==> config.mk <==
export PLATFORM = sky130hd
export DESIGN_NAME = hilo_mult_seq_flat
export DESIGN_NICKNAME = d
export VERILOG_FILES = /design/src/rtl/hilo_mult_seq_pkg.sv /design/src/rtl/hilo_mult_seq_if.sv /design/src/rtl/hilo_mult_seq_hilo_reg.sv /design/src/rtl/hilo_mult_seq.sv /design/src/flat_wrapper.sv
export SDC_FILE = /design/constraint.sdc
export NUM_CORES = 1
export LEC_CHECK = 0
export CAP_MARGIN = 20
export CORE_ASPECT_RATIO = 1.25
export CORE_MARGIN = 1.5
export CORE_UTILIZATION = 35
export DETAILED_ROUTE_END_ITERATION = 7
export GPL_TIMING_DRIVEN = 0
export PLACE_DENSITY_LB_ADDON = 0.12
export RECOVER_POWER = 25
export REMOVE_ABC_BUFFERS = 1
export SKIP_LAST_GASP = 1
export SYNTH_ARGS = -nofsm -noshare
export SYNTH_HDL_FRONTEND = slang
export SYNTH_SLANG_ARGS = --single-unit
==> constraint.sdc <==
create_clock -name clk -period 1.2 [get_ports clk]
set_input_delay 0.12 -clock clk [delete_from_list [all_inputs] [get_ports clk]]
set_output_delay 0.12 -clock clk [all_outputs]
set_load 0.02 [all_outputs]
==> src/rtl/hilo_mult_seq_pkg.sv <==
// Shared definitions for the HI/LO multiply sequencer: data and counter
// widths, the multiply cycle budget and the controller state encoding.
package hilo_mult_seq_pkg;

  localparam int DATA_W      = 32;
  localparam int CNT_W       = 6;
  localparam int MULT_CYCLES = 33;

  // Counter value on the final RUN cycle (counter starts at 0 on acceptance).
  localparam logic [CNT_W-1:0] RUN_LAST = CNT_W'(MULT_CYCLES - 1);

  typedef enum logic [1:0] {
    IDLE    = 2'd0,
    RUN     = 2'd1,
    CAPTURE = 2'd2
  } state_t;

endpackage

==> src/rtl/hilo_mult_seq_if.sv <==
// Bus bundle between the HI/LO sequencer, its requester and the external
// multiplier. The sequencer takes the slave side; whoever drives requests
// and hosts the multiplier takes the master side.
interface hilo_mult_seq_if;
  import hilo_mult_seq_pkg::*;

  logic              start;
  logic [DATA_W-1:0] op_a;
  logic [DATA_W-1:0] op_b;
  logic              hi_we;
  logic              lo_we;
  logic [DATA_W-1:0] wdata;
  logic              mult_ctrl;
  logic [DATA_W-1:0] mult_a;
  logic [DATA_W-1:0] mult_b;
  logic [DATA_W-1:0] mult_hi;
  logic [DATA_W-1:0] mult_lo;
  logic [DATA_W-1:0] hi;
  logic [DATA_W-1:0] lo;
  logic              busy;
  logic              done;

  modport slave (
    input  start, op_a, op_b, hi_we, lo_we, wdata, mult_hi, mult_lo,
    output mult_ctrl, mult_a, mult_b, hi, lo, busy, done
  );

  modport master (
    output start, op_a, op_b, hi_we, lo_we, wdata, mult_hi, mult_lo,
    input  mult_ctrl, mult_a, mult_b, hi, lo, busy, done
  );

endinterface

==> src/rtl/hilo_mult_seq_hilo_reg.sv <==
// Architectural HI/LO register pair. Each half has its own write enable;
// the reset input clears both synchronously.
module hilo_reg
  import hilo_mult_seq_pkg::*;
(
  input  logic              clk,
  input  logic              reset,
  input  logic              hiWe_i,
  input  logic              loWe_i,
  input  logic [DATA_W-1:0] hiData_i,
  input  logic [DATA_W-1:0] loData_i,
  output logic [DATA_W-1:0] hi_o,
  output logic [DATA_W-1:0] lo_o
);

  logic [DATA_W-1:0] hi_q;
  logic [DATA_W-1:0] lo_q;

  // Hold HI and LO, loading each half independently when its enable is set.
  always_ff @(posedge clk) begin
    if (reset) begin
      hi_q <= '0;
      lo_q <= '0;
    end else begin
      if (hiWe_i) hi_q <= hiData_i;
      if (loWe_i) lo_q <= loData_i;
    end
  end

  assign hi_o = hi_q;
  assign lo_o = lo_q;

endmodule

==> src/rtl/hilo_mult_seq.sv <==
// HI/LO multiply sequencer. Accepts a signed multiply request while idle,
// holds the operands steady for an external multiplier for a fixed number
// of enabled cycles, then copies the multiplier result into HI/LO and
// pulses done. Direct HI/LO writes are honoured only while idle.
module hilo_mult_seq
  import hilo_mult_seq_pkg::*;
(
  input  logic           clk,
  input  logic           reset,
  hilo_mult_seq_if.slave bus
);

  state_t            state_q;
  logic [CNT_W-1:0]  cycleCnt_q;
  logic [DATA_W-1:0] multA_q;
  logic [DATA_W-1:0] multB_q;
  logic              multCtrl_q;
  logic              busy_q;
  logic              done_q;

  logic              hiWe;
  logic              loWe;
  logic [DATA_W-1:0] hi_d;
  logic [DATA_W-1:0] lo_d;

  // Controller: sequences IDLE -> RUN -> CAPTURE and registers the
  // state-derived outputs so they change together with the state.
  always_ff @(posedge clk) begin
    if (reset) begin
      state_q    <= IDLE;
      cycleCnt_q <= '0;
      multA_q    <= '0;
      multB_q    <= '0;
      multCtrl_q <= 1'b0;
      busy_q     <= 1'b0;
      done_q     <= 1'b0;
    end else begin
      done_q <= 1'b0;
      case (state_q)
        IDLE: begin
          if (bus.start) begin
            multA_q    <= bus.op_a;
            multB_q    <= bus.op_b;
            cycleCnt_q <= '0;
            state_q    <= RUN;
            multCtrl_q <= 1'b1;
            busy_q     <= 1'b1;
          end
        end
        RUN: begin
          cycleCnt_q <= cycleCnt_q + CNT_W'(1);
          if (cycleCnt_q == RUN_LAST) begin
            state_q    <= CAPTURE;
            multCtrl_q <= 1'b0;
          end
        end
        CAPTURE: begin
          state_q <= IDLE;
          busy_q  <= 1'b0;
          done_q  <= 1'b1;
        end
        default: begin
          state_q    <= IDLE;
          multCtrl_q <= 1'b0;
          busy_q     <= 1'b0;
        end
      endcase
    end
  end

  // HI/LO write selection: the multiplier result wins in CAPTURE, direct
  // writes are only allowed in IDLE and are dropped while busy.
  always_comb begin
    hiWe = 1'b0;
    loWe = 1'b0;
    hi_d = bus.wdata;
    lo_d = bus.wdata;
    if (state_q == CAPTURE) begin
      hiWe = 1'b1;
      loWe = 1'b1;
      hi_d = bus.mult_hi;
      lo_d = bus.mult_lo;
    end else if (state_q == IDLE) begin
      hiWe = bus.hi_we;
      loWe = bus.lo_we;
    end
  end

  hilo_reg u_hilo_reg (
    .clk      (clk),
    .reset    (reset),
    .hiWe_i   (hiWe),
    .loWe_i   (loWe),
    .hiData_i (hi_d),
    .loData_i (lo_d),
    .hi_o     (bus.hi),
    .lo_o     (bus.lo)
  );

  assign bus.mult_ctrl = multCtrl_q;
  assign bus.mult_a    = multA_q;
  assign bus.mult_b    = multB_q;
  assign bus.busy      = busy_q;
  assign bus.done      = done_q;

endmodule

==> src/flat_wrapper.sv <==
// flat-port wrapper written by rule: the top's interface ports become plain ports
module hilo_mult_seq_flat import hilo_mult_seq_pkg::*;
  (clk, reset, bus_start, bus_op_a, bus_op_b, bus_hi_we, bus_lo_we, bus_wdata, bus_mult_hi, bus_mult_lo, bus_mult_ctrl, bus_mult_a, bus_mult_b, bus_hi, bus_lo, bus_busy, bus_done);
  hilo_mult_seq_if bus_i ();
  input  logic clk;
  input  logic reset;
  input wire logic [$bits(bus_i.start)-1:0] bus_start;
  input wire logic [$bits(bus_i.op_a)-1:0] bus_op_a;
  input wire logic [$bits(bus_i.op_b)-1:0] bus_op_b;
  input wire logic [$bits(bus_i.hi_we)-1:0] bus_hi_we;
  input wire logic [$bits(bus_i.lo_we)-1:0] bus_lo_we;
  input wire logic [$bits(bus_i.wdata)-1:0] bus_wdata;
  input wire logic [$bits(bus_i.mult_hi)-1:0] bus_mult_hi;
  input wire logic [$bits(bus_i.mult_lo)-1:0] bus_mult_lo;
  output wire logic [$bits(bus_i.mult_ctrl)-1:0] bus_mult_ctrl;
  output wire logic [$bits(bus_i.mult_a)-1:0] bus_mult_a;
  output wire logic [$bits(bus_i.mult_b)-1:0] bus_mult_b;
  output wire logic [$bits(bus_i.hi)-1:0] bus_hi;
  output wire logic [$bits(bus_i.lo)-1:0] bus_lo;
  output wire logic [$bits(bus_i.busy)-1:0] bus_busy;
  output wire logic [$bits(bus_i.done)-1:0] bus_done;
  assign bus_i.start = bus_start;
  assign bus_i.op_a = bus_op_a;
  assign bus_i.op_b = bus_op_b;
  assign bus_i.hi_we = bus_hi_we;
  assign bus_i.lo_we = bus_lo_we;
  assign bus_i.wdata = bus_wdata;
  assign bus_i.mult_hi = bus_mult_hi;
  assign bus_i.mult_lo = bus_mult_lo;
  assign bus_mult_ctrl = bus_i.mult_ctrl;
  assign bus_mult_a = bus_i.mult_a;
  assign bus_mult_b = bus_i.mult_b;
  assign bus_hi = bus_i.hi;
  assign bus_lo = bus_i.lo;
  assign bus_busy = bus_i.busy;
  assign bus_done = bus_i.done;
  hilo_mult_seq u_core (.clk(clk), .reset(reset), .bus(bus_i));
endmodule
==> flow_summary_export.csv, run 1 <==
group,metric,value,unit
run_status,status,"finished, violations left",
run_status,failed_checks,"setup timing",
placed_design,port_buffers,295,
die,fp.dieH,141,um
clock_network,cts_root_buf,"clkbuf_16",
grt,antenna_found_initial,0,
timing,tightest_slew,821,ps
grt,grt_max_degree,77,
pwr,power.leakage,4.37,nW
layout,final_cells,1207,
pwr,power,0.0140,W
grt,met3_usage,0.0897,
placed_design,pre_cts_slack,-906,ps
synth,synthCells,657,
route,drc,0,
layout,nets,1179,
timing,slew_violations,0,
grt,grt_pass1_vias,6591,
route,wl_per_cell,20.9,um
synth,synth.area.top_cells,"dfxtp_1 (52%), nand2_1 (16%), a311oi_1 (10%)",
synth,yosys_warnings,0,
timing,fin_crit,1490,ps
placed_design,dpl.hpwl,12.5,mm
placed_design,placed_cells,1084,
layout,syn_to_final_growth,102,%
die,start_util,0.359,
critical_path,cpMaxStageDelayCell,"or3b_4",
grt,grt_pass1_wl,35.9,mm
route,dr.pass1.iters,6,
pwr,p_per_area,1290,nW/um2
synth,synth_top_area_frac,0.519,
die,core,15000,um2
clock_network,cts.sinks,139,
synth,synth-compound-area-share,0.180,
synth,synthMuxAreaShare,0.00210,
critical_path,worstSetupPathDepth,5,
clock_network,cts_tree,"yes",
critical_path,cp_top_family,"simple AND/OR/NAND/NOR gates",
layout,antenna_cells,0,
placed_design,post_dp_cell_area,8390,um2
clock_network,clockBufferDepth,2,
min_path,hold_depth,3,
min_path,hold_class,"primary input to flip-flop",
grt,grt_usage,0.290,
critical_path,crit_chain,"buf_6, or3b_4, clkbuf_16, nand2_1, a21oi_1",
critical_path,worstSetupEndpointType,"flip-flop",
timing,tns,-28130,ps
grt,met2_usage,0.522,
synth,post_synth.cell_area_avg,8.16,um2
pwr,peakVddDrop,0.000623,V
timing,hold_viol,0,
synth,ys_seq_elements,139,
clock_network,numCtsBuffers,17,
route,drt-total-wl,25.3,mm
synth,synth_top_family_by_area,"simple AND/OR/NAND/NOR gates",
synth,synth_simple_gate_area_frac,0.233,
layout,design_area,10800,um2
grt,use_met1,0.309,
layout,drive_above_1_share,0.392,
die,io_pins,296,
clock_network,path_clk_slew,60,ps
synth,ys_seq_area_frac,0.519,
die,std_cell_rows,50,
route,drtAntennaViolNets,0,
job,max_cap_violations,0,
critical_path,critPathKind,"flip-flop to flip-flop",
critical_path,cp.buffers_inverters,2,
clock_network,worstSkewPairLatency,420,ps
critical_path,startpoint_type,"flip-flop",
route,num_vias,6462,
timing,fin_worst_skew,9.07,ps
critical_path,reg2reg_depth,5,
timing,slew_headroom,0.453,
timing,max_freq,671,MHz
grt,top_usage_layer,"met2",
clock_network,cts_hold_buf,0,
clock_network,cts_max_level,4,
placed_design,routabilityCongestion,0.777,
synth,synth_xor_area_frac,0,
critical_path,cp.required,1460,ps
timing,min_period_over_period,1.24,
critical_path,crit_fanout,6,
layout,fillers,1112,
timing,grt_setup_unrepaired,"true",
die,dieArea,16100,um2
timing,layout_setup_ws,-290,ps
route,vias_per_cell,5.35,
synth,synth.distinct_cells,35,
route,drtIter0Drc,315,
critical_path,arrival,1750,ps
synth,synthAdderAreaFrac,0.00467,
die,die-width,114,um
grt,gr-total-overflow,0,
timing,setup_violations,136,
critical_path,slowest_delay,470,ps
synth,yosysTopAreaCell,"dfxtp_1",
synth,netlist_area,5360,um2
worst min-delay path, cell delays in order:
cell and delay [ps]:
clkdlybuf4s50_1 400, nand2_1 50, a21oi_1 50
final cells by class:
class	count	area [um2]	share of cell area
repair buffers	385	4130	0.380
clock buffers	19	433	0.0399
multi-input cells	466	3040	0.280
clock inverters	13	215	0.0198
inverters	3	11.3	0.00104
well taps	182	228	0.0210
flip-flops and latches	139	2790	0.258
where the power goes:
part / leakage (nW) / internal [W] / switching, W
logic: 2.91 / 0.00154 / 0.00147
clock network: 0.312 / 0.00372 / 0.00217
registers: 1.15 / 0.00493 / 0.000200
synthesized netlist by cell type:
cell       number
buf_6           6
o21bai_1        1
or3_1           1
ha_1            2
buf_4           7
nor2b_1         2
o21ba_2         2
mux2_2          1
or3b_1          1
buf_2          24
nand4_1         1
a21oi_1        67
nand2_1       228
buf_1           1
inv_2           1
inv_1           2
or4_1           1
and3_1          1
nand2b_1        1
nand3b_1        2
nor3_1          1
nor4_1          1
nor3b_1         2
nor3b_2         1
a311oi_1       64
nor2_1         69
nand4b_1        1
clkbuf_1       19
a2111oi_2       1
dfxtp_1       139
nand3_1         2
a31oi_1         2
nor4b_1         1
o211ai_1        1
a22oi_1         1
cells by family (layout without fill, tap and decap cells):
family | after synthesis | count (layout)
flip-flops | 139 | 139
adder cells (fa/ha/maj) | 2 | 2
multiplexers | 1 | 1
AO/OA/AOI/OAI | 139 | 141
buffers and inverters | 60 | 420
AND/OR/NAND/NOR | 316 | 322
path summary, 6_finish.rpt:
check,slack (ps),endpoint,start
setup / recovery,-290,u_core.bus.mult_a[0],u_core.state_q[0]
hold / removal,250,u_core.bus.mult_b[1],bus_op_b[1]
setup reg to reg,-290,u_core.bus.mult_a[0],u_core.state_q[0]
hold reg to reg,450,u_core.bus.mult_b[28],u_core.bus.mult_b[28]
timing repair:
item,in CTS,in global routing
pin swaps,92,68
resized for setup,470,190
setup buffers,49,10
endpoints found under the setup margin,269,222
cloned,28,11
per-stage QoR:
| stage | util | hold slack [ps] |
|---|---|---|
| CTS | 0.719 | 242 |
| detailed placement | 0.561 | 446 |
| floorplan | - | 189 |
| finish | 0.725 | 253 |
| global placement | 0.550 | 442 |
| global route | 0.725 | 256 |
routing by layer:
metal  routed length [um]  share of wire
met5                    0              0
met4                  873          0.035
met3                 2160          0.085
met2                13100           0.52
met1                 9100           0.36
flip-flops by register name, indices dropped and copies added, names as in the netlist:
register,count
u_core.bus.mult_a,32
u_core.state_q,2
u_core.bus.busy,1
u_core.u_hilo_reg.lo_o,32
u_core.bus.mult_ctrl,1
u_core.bus.mult_b,32
u_core.u_hilo_reg.hi_o,32
u_core.bus.done,1
u_core.cycleCnt_q,6
placed cells by master (no fill, tap or decap), types with 3 or more instances in the layout:
cell type	n
a21oi_1	54
a21oi_2	13
a311oi_1	30
a311oi_2	34
buf_12	18
buf_16	18
buf_2	25
buf_4	17
buf_6	23
buf_8	7
bufinv_16	5
clkbuf_16	24
clkbuf_2	59
clkdlybuf4s15_1	7
clkdlybuf4s15_2	39
clkdlybuf4s50_1	163
clkinv_4	4
dfxtp_1	135
nand2_1	162
nand2_2	47
nand2_4	19
nand2b_4	3
nor2_1	51
nor2_2	14
nor2_4	4
nor2b_4	3
o21ba_4	4
or3b_4	4
Power figures use the tool's default switching activity.
==> run 2: changes to the inputs <==
CORE_ASPECT_RATIO = 0.7   (was 1.25)
CORE_UTILIZATION = 36   (was 35)
SYNTH_HIERARCHICAL = 1   (was not set)
==> flow_summary_export.csv, run 2 <==
group,metric,value,unit
route,drt-total-wl,22.3,mm
layout,multi_input_area,2990,um2
timing,min_period_over_period,1.24,
layout,drive_above_1_share,0.238,
synth,yosys_warnings,6,
pwr,clockPowerShare,0.401,
critical_path,startpoint_type,"flip-flop",
clock_network,cts_max_level,4,
die,core,15600,um2
timing,tightest_slew,624,ps
clock_network,path_clk_slew,60,ps
grt,grt_usage,0.231,
grt,antenna_found_initial,0,
run_status,failed_checks,"setup timing",
critical_path,worstSetupEndpointType,"flip-flop",
die,start_util,0.370,
critical_path,crit_fanout,9,
timing,fin_worst_skew,10.5,ps
placed_design,dpl.hpwl,12.0,mm
layout,ff_latch_area,2790,um2
critical_path,arrival,1830,ps
pwr,power.leakage,4.46,nW
route,wl_per_cell,17.6,um
die,std_cell_rows,38,
critical_path,cpMaxStageDelayCell,"dfxtp_4",
timing,slew_violations,0,
timing,slew_headroom,0.584,
route,dr.pass1.iters,5,
die,die-width,154,um
run_status,status,"finished, violations left",
timing,layout_setup_ws,-287,ps
critical_path,slowest_delay,380,ps
timing,grt_setup_unrepaired,"true",
synth,synth_common_cells,"nand2_1 (290), dfxtp_1 (139), nor2_1 (74)",
die,io_pins,296,
clock_network,cts_root_buf,"clkbuf_16",
clock_network,numCtsBuffers,17,
min_path,hold_class,"primary input to flip-flop",
synth,ys_seq_elements,139,
pwr,power_frac_comb,0.216,
timing,tns,-24550,ps
critical_path,cp.buffers_inverters,4,
synth,synth-edff-count,0,
pwr,seqPwrFrac,0.383,
grt,gr-total-overflow,0,
route,num_vias,6050,
layout,final_common_cell,"nand2_1",
layout,fin_util,0.635,
layout,final_cell_mix,"nand2_1 (255), clkdlybuf4s50_1 (162), dfxtp_1 (134)",
critical_path,cp.required,1540,ps
clock_network,cts.sinks,139,
timing,fin_crit,1490,ps
pwr,peakVddDrop,0.000863,V
timing,setup_violations,135,
clock_network,worstSkewPairLatency,410,ps
critical_path,critPathKind,"flip-flop to flip-flop",
synth,synth.distinct_cells,37,
clock_network,cts_hold_buf,0,
die,dieArea,16800,um2
critical_path,cp_top_family,"buffers and inverters",
synth,yosysTopAreaCell,"dfxtp_1",
grt,grt_max_degree,75,
synth,synth.area.top_cells,"dfxtp_1 (48%), nand2_1 (19%), mux2i_1 (11%)",
synth,synthFlopType,"dfxtp_1",
route,drc,0,
synth,synth_top_area_frac,0.482,
layout,syn_to_final_growth,71.5,%
route,vias_per_cell,4.77,
placed_design,routabilityCongestion,0.745,
clock_network,clockBufferDepth,2,
route,drtAntennaViolNets,0,
placed_design,port_buffers,295,
pwr,p_sw_frac,0.286,
job,max_cap_violations,0,
synth,async_flop_share,0,
clock_network,cts_tree,"yes",
pwr,p_per_area,1340,nW/um2
timing,max_freq,673,MHz
pwr,p_sw,0.00380,W
layout,fillers,1400,
layout,antenna_cells,0,
timing,holdWs,145,ps
route,drtIter0Drc,309,
pwr,p_int,0.00948,W
layout,nets,1223,
synth,post_synth.cell_area_avg,8.01,um2
synth,yosysMostFrequentCell,"nand2_1",
timing,hold_viol,0,
synth,synthCells,721,
die,fp.dieH,109,um
synth,netlist_area,5770,um2
synth,ys_seq_area_frac,0.482,
grt,grt_pass1_vias,5466,
grt,grt_pass1_wl,29.7,mm
critical_path,crit_chain,"buf_12, buf_8, nor2b_4, buf_12, clkbuf_16, nand2_1, nand2_1, mux2i_1, nor2_1",
[run 2: cell count changes after synthesis, moves of 5 or more]
| cell | before | now |
|---|---|---|
| a311oi_1 | 64 | 0 |
| buf_12 | 0 | 6 |
| nand2_1 | 228 | 290 |
| buf_4 | 7 | 1 |
| clkbuf_1 | 19 | 12 |
| nor2_1 | 69 | 74 |
| mux2i_1 | 0 | 65 |
[run 2: power groups by stage]
stage	Combinational (W)	Clock, W	Sequential [W]
after floorplan	0.000719	0	0.00556
after global placement	0.00253	0	0.00519
after detailed placement	0.00254	0	0.00520
after CTS	0.00264	0.00541	0.00507
after global routing	0.00305	0.00562	0.00513
final	0.00287	0.00533	0.00509
[run 2: worst register-to-register path: cells and delay by family, from the launching register on]
family / cells / cell delay, ps
buffers and inverters: 4 / 570
multiplexers: 1 / 70
flip-flops: 1 / 380
AND/OR/NAND/NOR: 4 / 410
[run 2: repair_timing]
| action | in CTS | in global routing |
|---|---|---|
| gates resized for setup | 150 | 327 |
| endpoints found under the setup margin | 269 | 268 |
| pin swaps | 6 | 53 |
| setup buffers | 32 | 6 |
| gates cloned | 8 | 18 |
[run 2: metal layers]
| layer | global-route usage | part of all wire | vias up |
|---|---|---|---|
| met4 | 0.0728 | 0.014 | 0 |
| met2 | 0.384 | 0.47 | 187 |
| li1 | - | - | 3010 |
| met1 | 0.296 | 0.45 | 2828 |
| met3 | 0.0604 | 0.061 | 25 |
| met5 | 0 | 0 | - |
[run 2: metrics by stage]
stage                     std cells  worst slack [ps]  total power [W]  instance area [um2]
after detailed placement       1173              -894          0.00774                 8790
after global routing           1269              -365           0.0138                 9900
after floorplan                 671             -1910          0.00627                 5400
after global placement         1166             -4600          0.00772                 8610
final                          1269              -287           0.0133                 9900
after CTS                      1245              -271           0.0131                 9720
[run 2: cell families after synthesis]
family,Yosys count,share of synthesized area
fa+ha+maj,2,0.00433
simple gates,384,0.262
buf+inv,55,0.0674
flops,139,0.482
mux,67,0.117
compound gates,74,0.0670
[run 2: area by class of cell]
class                           count  share of cell area
Timing Repair Buffer              353               0.329
Tap cell                          200              0.0253
Clock buffer                       18              0.0433
Inverter                            5             0.00190
Multi-Input combinational cell    540               0.302
Clock inverter                     14              0.0163
Sequential cell                   139               0.282
[run 2: final timing paths]
| check | cells past startpoint | startpoint | slack (ps) | end |
|---|---|---|---|---|
| max | 9 | u_core/state_q[0] | -290 | u_core/u_hilo_reg/lo_o[11] |
| min | 2 | reset | 150 | u_core/bus.mult_b[7] |
| max reg2reg | 9 | u_core/state_q[0] | -290 | u_core/u_hilo_reg/lo_o[11] |
| min reg2reg | 2 | u_core/bus.mult_b[7] | 450 | u_core/bus.mult_b[7] |
==> run 3: changes to the inputs <==
CORE_MARGIN = 8   (was 1.5)
clock period = 1.3 ns   (was 1.2 ns; I/O delays follow)
==> flow_summary_export.csv, run 3 (synthesis results as in run 2) <==
group,metric,value,unit
run_status,status,"finished, violations left",
run_status,failed_checks,"setup timing",
grt,met2_usage,0.398,
route,drt-total-wl,25.6,mm
grt,use_met1,0.295,
pwr,power.leakage,5.20,nW
layout,final_cells,1292,
route,num_vias,6207,
grt,gr-total-overflow,0,
layout,final_cell_mix,"nand2_1 (190), clkdlybuf4s50_1 (162), dfxtp_1 (137)",
layout,nets,1246,
timing,setup_violations,136,
clock_network,path_clk_slew,70,ps
timing,max_freq,624,MHz
clock_network,cts_root_buf,"clkbuf_16",
clock_network,cts_max_level,4,
clock_network,cts_hold_buf,0,
clock_network,worstSkewPairLatency,420,ps
timing,hold_viol,0,
clock_network,cts_tree,"yes",
layout,drive_above_1_share,0.244,
route,drc,0,
placed_design,dpl.hpwl,13.9,mm
clock_network,cts.sinks,139,
die,start_util,0.370,
layout,syn_to_final_growth,92.0,%
placed_design,placed_cells,1174,
pwr,peakVddDrop,0.000779,V
route,drtAntennaViolNets,0,
die,die-width,167,um
critical_path,cp.required,1600,ps
die,std_cell_rows,38,
timing,tightest_slew,662,ps
placed_design,routabilityCongestion,0.732,
pwr,p_per_area,1130,nW/um2
timing,slew_violations,0,
min_path,hold_class,"primary input to flip-flop",
critical_path,r2r_setup_slack,-300,ps
grt,grt_usage,0.238,
die,fp.dieH,122,um
route,vias_per_cell,4.80,
timing,layout_setup_ws,-303,ps
critical_path,worstSetupEndpointType,"flip-flop",
critical_path,arrival,1910,ps
die,io_pins,296,
die,dieArea,20400,um2
timing,min_period_over_period,1.23,
grt,grt_pass1_vias,6159,
grt,grt_pass1_wl,37.3,mm
timing,fin_crit,1600,ps
route,drtIter0Drc,263,
route,dr.pass1.iters,4,
layout,fin_util,0.711,
grt,top_usage_layer,"met2",
layout,antenna_cells,0,
timing,fin_worst_skew,7.36,ps
grt,grt_max_degree,73,
critical_path,critPathKind,"flip-flop to flip-flop",
grt,antenna_found_initial,0,
route,wl_per_cell,19.8,um
critical_path,crit_fanout,6,
critical_path,startpoint_type,"flip-flop",
grt,met3_usage,0.0705,
timing,slew_headroom,0.559,
clock_network,clockBufferDepth,2,
timing,grt_setup_unrepaired,"true",
job,max_cap_violations,0,
timing,tns,-23160,ps
clock_network,numCtsBuffers,17,
die,core,15600,um2
placed_design,port_buffers,295,
layout,final_common_cell,"nand2_1",
run 3: cell types whose count changed in the layout (fill, tap and decap cells not counted), sizes merged, moves of 3 or more:
cell          delta
buf             +36
dlygate4sd2    +122
dlymetal6s2s     -8
clkbuf         -122
clkinvlp         +3
or3b             -5
run 3: path summary, 6_finish.rpt:
path / start / endpoint / depth (start not counted)
setup / recovery: u_core/state_q[1] / u_core/cycleCnt_q[5] / 4
hold reg to reg: u_core/bus.mult_a[28] / u_core/bus.mult_a[28] / 2
hold / removal: reset / u_core/bus.mult_a[18] / 2
setup reg to reg: u_core/state_q[1] / u_core/cycleCnt_q[5] / 4
run 3: area by class of cell:
| type | instances | area, um2 |
|---|---|---|
| fill | 1258 | 4510 |
| clock buffer | 18 | 429 |
| multi-input combinational | 535 | 3250 |
| inverter | 5 | 18.8 |
| timing repair buffer | 381 | 4210 |
| tap | 200 | 250 |
| sequential | 139 | 2790 |
| clock inverter | 14 | 138 |
run 3: through the flow:
step                worst slack (ps)  instance area, um2  hold WS [ps]  total power (W)
floorplan                      -1810                5400           199          0.00579
global placement               -4480                8610           442          0.00715
detailed placement              -820                8820           446          0.00719
CTS                             -209               10900           174           0.0125
global route                    -304               11100           194           0.0130
finish                          -303               11100           169           0.0125
run 3: per-layer routing:
| layer | up-vias | wire [um] | share of wire |
|---|---|---|---|
| li1 | 3053 | - | - |
| met1 | 2931 | 11100 | 0.43 |
| met2 | 185 | 12500 | 0.49 |
| met3 | 38 | 1460 | 0.057 |
| met4 | 0 | 547 | 0.021 |
| met5 | - | 0 | 0 |
run 3: where the power goes:
| group | leakage [nW] | internal [W] | switching (W) | total, W |
|---|---|---|---|---|
| Sequential | 1.14 | 0.00455 | 0.000182 | 0.00473 |
| Combinational | 3.79 | 0.00163 | 0.00146 | 0.00309 |
| Clock | 0.266 | 0.00267 | 0.00202 | 0.00469 |
run 3: critical path: stages, from the launching register on:
cell	delay, ps
dfxtp_4	380
buf_4	150
or3b_4	490
and3_1	230
mux2_4	250
run 3: timing repair:
item | in CTS | in global routing
pin swaps | 99 | 57
buffers inserted | 52 | 9
resized for setup | 282 | 102
endpoints found under the setup margin | 268 | 144
gates cloned | 33 | 1
